**src/rtl/wb_arb_pkg.sv**
```systemverilog
// Shared encodings for the two-master round-robin Wishbone arbiter (wb_rr_arbiter).
package wb_arb_pkg;

    typedef enum logic [1:0] {
        ARB_IDLE = 2'd0,
        ARB_GNT0 = 2'd1,
        ARB_GNT1 = 2'd2
    } arb_state_e;

    localparam logic [1:0] GRANT_NONE = 2'b00;
    localparam logic [1:0] GRANT_M0   = 2'b01;
    localparam logic [1:0] GRANT_M1   = 2'b10;

    localparam int unsigned TIMEOUT_CYCLES_DEF = 255;

    function automatic int unsigned to_w(input int unsigned n);
        return $clog2(n + 1);
    endfunction

    localparam int unsigned TO_W = to_w(TIMEOUT_CYCLES_DEF);

endpackage

```
**src/rtl/wb_arb_timeout.sv**
```systemverilog
// Stalled-strobe watchdog: counts stb-without-ack cycles and pulses o_expire at the limit.
module wb_arb_timeout
    import wb_arb_pkg::*;
#(
    parameter int unsigned TIMEOUT_CYCLES = TIMEOUT_CYCLES_DEF
) (
    input  logic i_clk,
    input  logic i_reset,
    input  logic i_stb,
    input  logic i_ack,
    input  logic i_clear,
    output logic o_expire
);

    localparam int unsigned    W     = to_w(TIMEOUT_CYCLES);
    localparam logic [W-1:0]   LIMIT = W'(TIMEOUT_CYCLES);

    logic [W-1:0] r_cnt;

    // A same-cycle ack beats the timeout.
    assign o_expire = (r_cnt == LIMIT) && !i_ack;

    always_ff @(posedge i_clk) begin
        if (i_reset || i_clear || i_ack || o_expire) begin
            r_cnt <= '0;
        end else if (i_stb && (r_cnt != LIMIT)) begin
            r_cnt <= r_cnt + 1'b1;
        end
    end

endmodule

```
**src/rtl/wb_rr_arbiter.sv**
```systemverilog
// Two-master to one-slave Wishbone arbiter, round-robin, grant held for the whole cyc.
// Optional stalled-slave watchdog enabled by defining WB_ARB_TIMEOUT_EN.
module wb_rr_arbiter
    import wb_arb_pkg::*;
#(
    parameter int unsigned ADR_W          = 32,
    parameter int unsigned DAT_W          = 32,
    parameter int unsigned TIMEOUT_CYCLES = TIMEOUT_CYCLES_DEF
) (
    input  logic               clk,
    input  logic               reset,
    input  logic [ADR_W-1:0]   m0_adr_i,
    input  logic [DAT_W-1:0]   m0_dat_i,
    output logic [DAT_W-1:0]   m0_dat_o,
    input  logic [DAT_W/8-1:0] m0_sel_i,
    input  logic               m0_we_i,
    input  logic               m0_cyc_i,
    input  logic               m0_stb_i,
    output logic               m0_ack_o,
    output logic               m0_err_o,
    input  logic [ADR_W-1:0]   m1_adr_i,
    input  logic [DAT_W-1:0]   m1_dat_i,
    output logic [DAT_W-1:0]   m1_dat_o,
    input  logic [DAT_W/8-1:0] m1_sel_i,
    input  logic               m1_we_i,
    input  logic               m1_cyc_i,
    input  logic               m1_stb_i,
    output logic               m1_ack_o,
    output logic               m1_err_o,
    output logic [ADR_W-1:0]   s_adr_o,
    output logic [DAT_W-1:0]   s_dat_o,
    input  logic [DAT_W-1:0]   s_dat_i,
    output logic [DAT_W/8-1:0] s_sel_o,
    output logic               s_we_o,
    output logic               s_cyc_o,
    output logic               s_stb_o,
    input  logic               s_ack_i,
    output logic [1:0]         grant_o
);

    arb_state_e r_state;
    logic [1:0] r_grant;
    logic       r_last;     // 1: m1 was granted last, so m0 wins the next tie
    logic       w_cyc;
    logic       w_stb;
    logic       w_expire;

    always_ff @(posedge clk) begin
        if (reset) begin
            r_state <= ARB_IDLE;
            r_grant <= GRANT_NONE;
            r_last  <= 1'b1;
        end else begin
            case (r_state)
                ARB_GNT0: begin
                    if (!m0_cyc_i) begin
                        r_last <= 1'b0;
                        if (m1_cyc_i) begin
                            r_state <= ARB_GNT1;
                            r_grant <= GRANT_M1;
                        end else begin
                            r_state <= ARB_IDLE;
                            r_grant <= GRANT_NONE;
                        end
                    end
                end
                ARB_GNT1: begin
                    if (!m1_cyc_i) begin
                        r_last <= 1'b1;
                        if (m0_cyc_i) begin
                            r_state <= ARB_GNT0;
                            r_grant <= GRANT_M0;
                        end else begin
                            r_state <= ARB_IDLE;
                            r_grant <= GRANT_NONE;
                        end
                    end
                end
                default: begin
                    if (m0_cyc_i && (!m1_cyc_i || r_last)) begin
                        r_state <= ARB_GNT0;
                        r_grant <= GRANT_M0;
                    end else if (m1_cyc_i) begin
                        r_state <= ARB_GNT1;
                        r_grant <= GRANT_M1;
                    end else begin
                        r_state <= ARB_IDLE;
                        r_grant <= GRANT_NONE;
                    end
                end
            endcase
        end
    end

    always_comb begin
        w_cyc    = 1'b0;
        w_stb    = 1'b0;
        s_we_o   = 1'b0;
        s_adr_o  = '0;
        s_dat_o  = '0;
        s_sel_o  = '0;
        m0_ack_o = 1'b0;
        m1_ack_o = 1'b0;
        m0_err_o = 1'b0;
        m1_err_o = 1'b0;
        case (r_state)
            ARB_GNT0: begin
                w_cyc    = m0_cyc_i;
                w_stb    = m0_stb_i;
                s_we_o   = m0_we_i;
                s_adr_o  = m0_adr_i;
                s_dat_o  = m0_dat_i;
                s_sel_o  = m0_sel_i;
                m0_ack_o = s_ack_i;
                m0_err_o = w_expire;
            end
            ARB_GNT1: begin
                w_cyc    = m1_cyc_i;
                w_stb    = m1_stb_i;
                s_we_o   = m1_we_i;
                s_adr_o  = m1_adr_i;
                s_dat_o  = m1_dat_i;
                s_sel_o  = m1_sel_i;
                m1_ack_o = s_ack_i;
                m1_err_o = w_expire;
            end
            default: ;
        endcase
    end

    assign s_cyc_o  = w_cyc;
    assign s_stb_o  = w_stb & ~w_expire;
    assign m0_dat_o = s_dat_i;
    assign m1_dat_o = s_dat_i;
    assign grant_o  = r_grant;

`ifdef WB_ARB_TIMEOUT_EN
    // Counter clears whenever the granted master is not in a cycle, i.e. on every grant change.
    wb_arb_timeout #(
        .TIMEOUT_CYCLES(TIMEOUT_CYCLES)
    ) u_timeout (
        .i_clk   (clk),
        .i_reset (reset),
        .i_stb   (w_cyc & w_stb),
        .i_ack   (s_ack_i),
        .i_clear (~w_cyc),
        .o_expire(w_expire)
    );
`else
    localparam int unsigned unused_timeout_w = to_w(TIMEOUT_CYCLES);
    assign w_expire = 1'b0;
`endif

endmodule

```
**config.mk**
```make
export PLATFORM = sky130hd
export DESIGN_NAME = wb_rr_arbiter
export DESIGN_NICKNAME = d
export VERILOG_FILES = /design/src/rtl/wb_arb_pkg.sv /design/src/rtl/wb_arb_timeout.sv /design/src/rtl/wb_rr_arbiter.sv
export SDC_FILE = /design/constraint.sdc
export NUM_CORES = 1
export LEC_CHECK = 0
export CELL_PAD_IN_SITES_DETAIL_PLACEMENT = 1
export CELL_PAD_IN_SITES_GLOBAL_PLACEMENT = 1
export CORE_MARGIN = 2
export CORE_UTILIZATION = 10
export DETAILED_ROUTE_END_ITERATION = 10
export PLACE_DENSITY_LB_ADDON = 0.05
export SYNTH_ARGS = -nofsm -noshare
export SYNTH_HDL_FRONTEND = slang
export SYNTH_SLANG_ARGS = --single-unit
```
**constraint.sdc**
```tcl
create_clock -name clk -period 1.4 [get_ports clk]
set_input_delay 0.28 -clock clk [delete_from_list [all_inputs] [get_ports clk]]
set_output_delay 0.28 -clock clk [all_outputs]
set_load 0.05 [all_outputs]
```
==> impl_results.rst <==
.. list-table::
   :header-rows: 1

   * - Metric
     - Value
   * - Result of the run
     - complete, but fails checks
   * - Violated checks
     - negative setup slack
   * - Height of the die
     - 132 um
   * - Main flop type after synthesis
     - sky130_fd_sc_hd__dfxtp_1
   * - Crit Path Category
     - reg -> out
   * - Row Count
     - 46
   * - Critical Path Slowest Stage Cell
     - sky130_fd_sc_hd__dfxtp_4
   * - Total track usage
     - 11.9%
   * - Unrepaired setup endpoints after global routing
     - yes
   * - Final critical-path setup slack
     - -0.430 ns
   * - Sequential share of the synthesized area
     - 3.67%
   * - DRC
     - 0
   * - Drt via density
     - 3.95
   * - Overall die width
     - 132 um
   * - Count of fill cells added during filler insertion
     - 1706
   * - Endpoint kind of the worst setup timing path
     - primary output
   * - Leakage
     - 1.84 nW
   * - Commonest cells in the netlist
     - 75 x sky130_fd_sc_hd__nor2_1, 73 x sky130_fd_sc_hd__buf_4, 71 x sky130_fd_sc_hd__a22oi_1
   * - Worst clock skew
     - 0.00217 ns
   * - Design Power
     - 3.33 mW
   * - Non-Filler Instances
     - 651
   * - Total Routed Length
     - 10.7 mm
   * - Setup slack, reg-to-reg
     - -0.18 ns
   * - Hold path cells
     - 0
   * - Count of different cell masters after synthesis
     - 17
   * - Detailed router's first-iteration violation count
     - 72
   * - Largest fanout on the critical path
     - 10
   * - FMAX
     - 0.547 GHz
   * - Kind of launch point of the worst setup path
     - register
   * - Wire length of the first global-routing pass
     - 16.7 mm
   * - Clock-pin transition on the worst setup and hold timing paths
     - 0.03 ns
   * - Vias in the first global route
     - 2927
   * - Num CTS Buffers
     - 3
   * - Total congestion overflow after global routing
     - 0
   * - Latest clock arrival within the worst-skew pair
     - 0.23 ns
   * - Initial cell density of the core
     - 10.3%
   * - Total number of vias
     - 2569
   * - Port Buffer Count
     - 219
   * - Clock Root Buffer
     - sky130_fd_sc_hd__clkbuf_16
   * - IR Drop Worst-Case VDD
     - 0.300 mV
   * - Worst Reg2Reg Path Length in Cells
     - 8
   * - Most numerous cell in the Yosys netlist
     - sky130_fd_sc_hd__nor2_1
   * - Final min period
     - 1.83 ns
   * - Worst hold slack
     - 0.560 ns
   * - Cell breakdown of the critical path
     - inv_4, ha_4, buf_12, buf_12, a22oi_2, nor2_4, buf_12
   * - Number of sinks on the clock net
     - 3
   * - Top Ports
     - 318
   * - Largest stage delay, worst path
     - 0.37 ns
   * - Max-slew violation count
     - 0
   * - Power Dens Cells
     - 563 mW/mm2
   * - Share of async-settable or async-resettable flops after synthesis
     - 0%
   * - Overall die area
     - 0.0174 mm2
   * - Share of Yosys cell area claimed by the top area cell type
     - 33.5%
   * - Area overhead of the layout relative to synthesis
     - 262%
   * - Count of mapped cells out of synthesis
     - 259
   * - Largest net degree at the start of global routing
     - 22
   * - Number of antenna violations at the first check in global routing
     - 0
   * - Area of the mapped netlist
     - 0.00164 mm2
   * - Core region area
     - 0.0159 mm2
   * - Diode insertion count for antenna repair
     - 0
   * - Instance count after placement with tap cells included
     - 632
   * - Data required time at the worst endpoint
     - 1.12 ns
   * - Area used by sequential logic in the layout
     - 67.6 um2
   * - Detail Placement HPWL
     - 8.46 mm
   * - Launch instance of the worst min-delay path
     - s_dat_i[9]
   * - Number of levels in the clock H-tree
     - 1
   * - Number of hold violations in the final report
     - 0
   * - Yosys Warn Count
     - 0
   * - Biggest area consumer among synthesized cells
     - sky130_fd_sc_hd__buf_4
   * - Wirelength per Cell
     - 16.4 um
   * - Average instance area after synthesis
     - 6.31 um2
   * - Number of optimization iterations in the first detailed-route pass
     - 4
   * - Maximum clock insertion buffer count
     - 2
   * - Cell Area, Placed
     - 0.00543 mm2
   * - Share of cells above drive strength 1
     - 63.4%
   * - Yosys reg bits
     - 3
   * - Final design instance area without fill
     - 0.00592 mm2
   * - Launching point of the worst reg2reg path
     - grant_o[0]$_SDFFE_PP0P_
   * - Count of final setup violators
     - 74
   * - Post-CTS Hold Fix Bufs
     - 0
   * - Worst setup path start
     - grant_o[0]$_SDFFE_PP0P_
   * - Post-detailed-route count of antenna-violating nets
     - 0
   * - Post-synth EDFFs
     - 0
   * - Class of the worst hold path
     - in -> out
   * - CTS tree
     - yes
   * - Routability cong.
     - 0.665
   * - Max-Cap Viols
     - 0
   * - Top post-synthesis cells by area
     - sky130_fd_sc_hd__buf_4 34%, sky130_fd_sc_hd__a22oi_1 33%, sky130_fd_sc_hd__nor2_1 17%
   * - Footprint of the multi-input gates
     - 0.00190 mm2
   * - Portion of the clock cycle consumed by the worst path in the final layout
     - 131%
   * - Net count reported at finish
     - 616
   * - Cell with the most instances on the worst path
     - sky130_fd_sc_hd__buf_12
   * - WP data arrival
     - 1.55 ns
## routing by layer
| layer | share of wire, % | track usage, % | vias up |
|---|---|---|---|
| met3 | 9.6 | 4.42 | 20 |
| met5 | 0 | 0 | - |
| met2 | 53 | 21.9 | 137 |
| met1 | 36 | 13.2 | 1217 |
| met4 | 1.0 | 2.11 | 0 |
| li1 | - | - | 1195 |
## final cells by class
class / count / share of cell area, %
flip-flops and latches: 3 / 1.14
repair buffers: 261 / 60.6
well taps: 216 / 4.56
inverters: 3 / 0.275
clock buffers: 4 / 1.33
multi-input cells: 164 / 32.1
## per-stage QoR
stage / setup slack [ns] / TNS (ns) / utilization [%]
4_1_cts: -0.450 / -28.86 / 36.7
6_report: -0.430 / -27.12 / 37.1
5_1_grt: -0.482 / -31.45 / 37.1
3_5_place_dp: -0.223 / -12.22 / 34.1
3_3_place_gp: -0.214 / -11.77 / 34.1
2_1_floorplan: -0.418 / -19.15 / -
## critical path: cells and delay by family, from the launching register on
kind / cells / cell delay [ns]
buffers and inverters: 4 / 0.49
DFF: 1 / 0.37
AOI/OAI and AO/OA: 1 / 0.21
adders and majority gates: 1 / 0.18
and+or+nand+nor: 1 / 0.07
## power breakdown
part	switching, mW	internal, mW	leakage [nW]
clock	0.0834	0.376	0.0382
combinational	1.35	1.42	1.77
sequential	0.0155	0.0950	0.0260
total	1.44	1.89	1.84
## cell usage in the layout (no fill, tap or decap), types with 2 or more instances in the layout
| cell type | n |
|---|---|
| sky130_fd_sc_hd__clkbuf_16 | 4 |
| sky130_fd_sc_hd__buf_12 | 88 |
| sky130_fd_sc_hd__ha_4 | 3 |
| sky130_fd_sc_hd__buf_6 | 5 |
| sky130_fd_sc_hd__clkdlybuf4s50_1 | 144 |
| sky130_fd_sc_hd__conb_1 | 2 |
| sky130_fd_sc_hd__dfxtp_4 | 2 |
| sky130_fd_sc_hd__a21oi_2 | 2 |
| sky130_fd_sc_hd__o21ai_2 | 2 |
| sky130_fd_sc_hd__a21oi_1 | 2 |
| sky130_fd_sc_hd__and2_4 | 2 |
| sky130_fd_sc_hd__buf_8 | 4 |
| sky130_fd_sc_hd__nor2_1 | 4 |
| sky130_fd_sc_hd__a22oi_2 | 70 |
| sky130_fd_sc_hd__buf_16 | 5 |
| sky130_fd_sc_hd__nor2_4 | 71 |
| sky130_fd_sc_hd__nand2b_1 | 2 |
| sky130_fd_sc_hd__buf_4 | 14 |
| sky130_fd_sc_hd__inv_4 | 2 |
## state kept, by name (all words and copies together) (netlist names)
register and cells:
grant_o 2, r_last 1
## path summary, 6_finish.rpt
kind,end
hold reg to reg,r_last$_SDFFE_PP1P_
setup / recovery,s_adr_o[12]
setup reg to reg,grant_o[0]$_SDFFE_PP0P_
hold / removal,m0_dat_o[9]
## kinds of logic after synthesis
kind of cell,count (synthesis),share of synthesized area [%]
flip-flops,3,3.67
AND/OR/NAND/NOR,79,18.7
AO/OA/AOI/OAI,80,36.1
adder cells (fa/ha/maj),3,2.30
buffers and inverters,93,38.9
other,1,0.229
## repair_timing
action	CTS	global route
setup buffers	9	2
gates resized for setup	35	12
hold endpoints to repair	0	0
pin swaps	16	23
endpoints found under the setup margin	76	76
gates cloned	5	1
(Power assumes the default switching activity.)
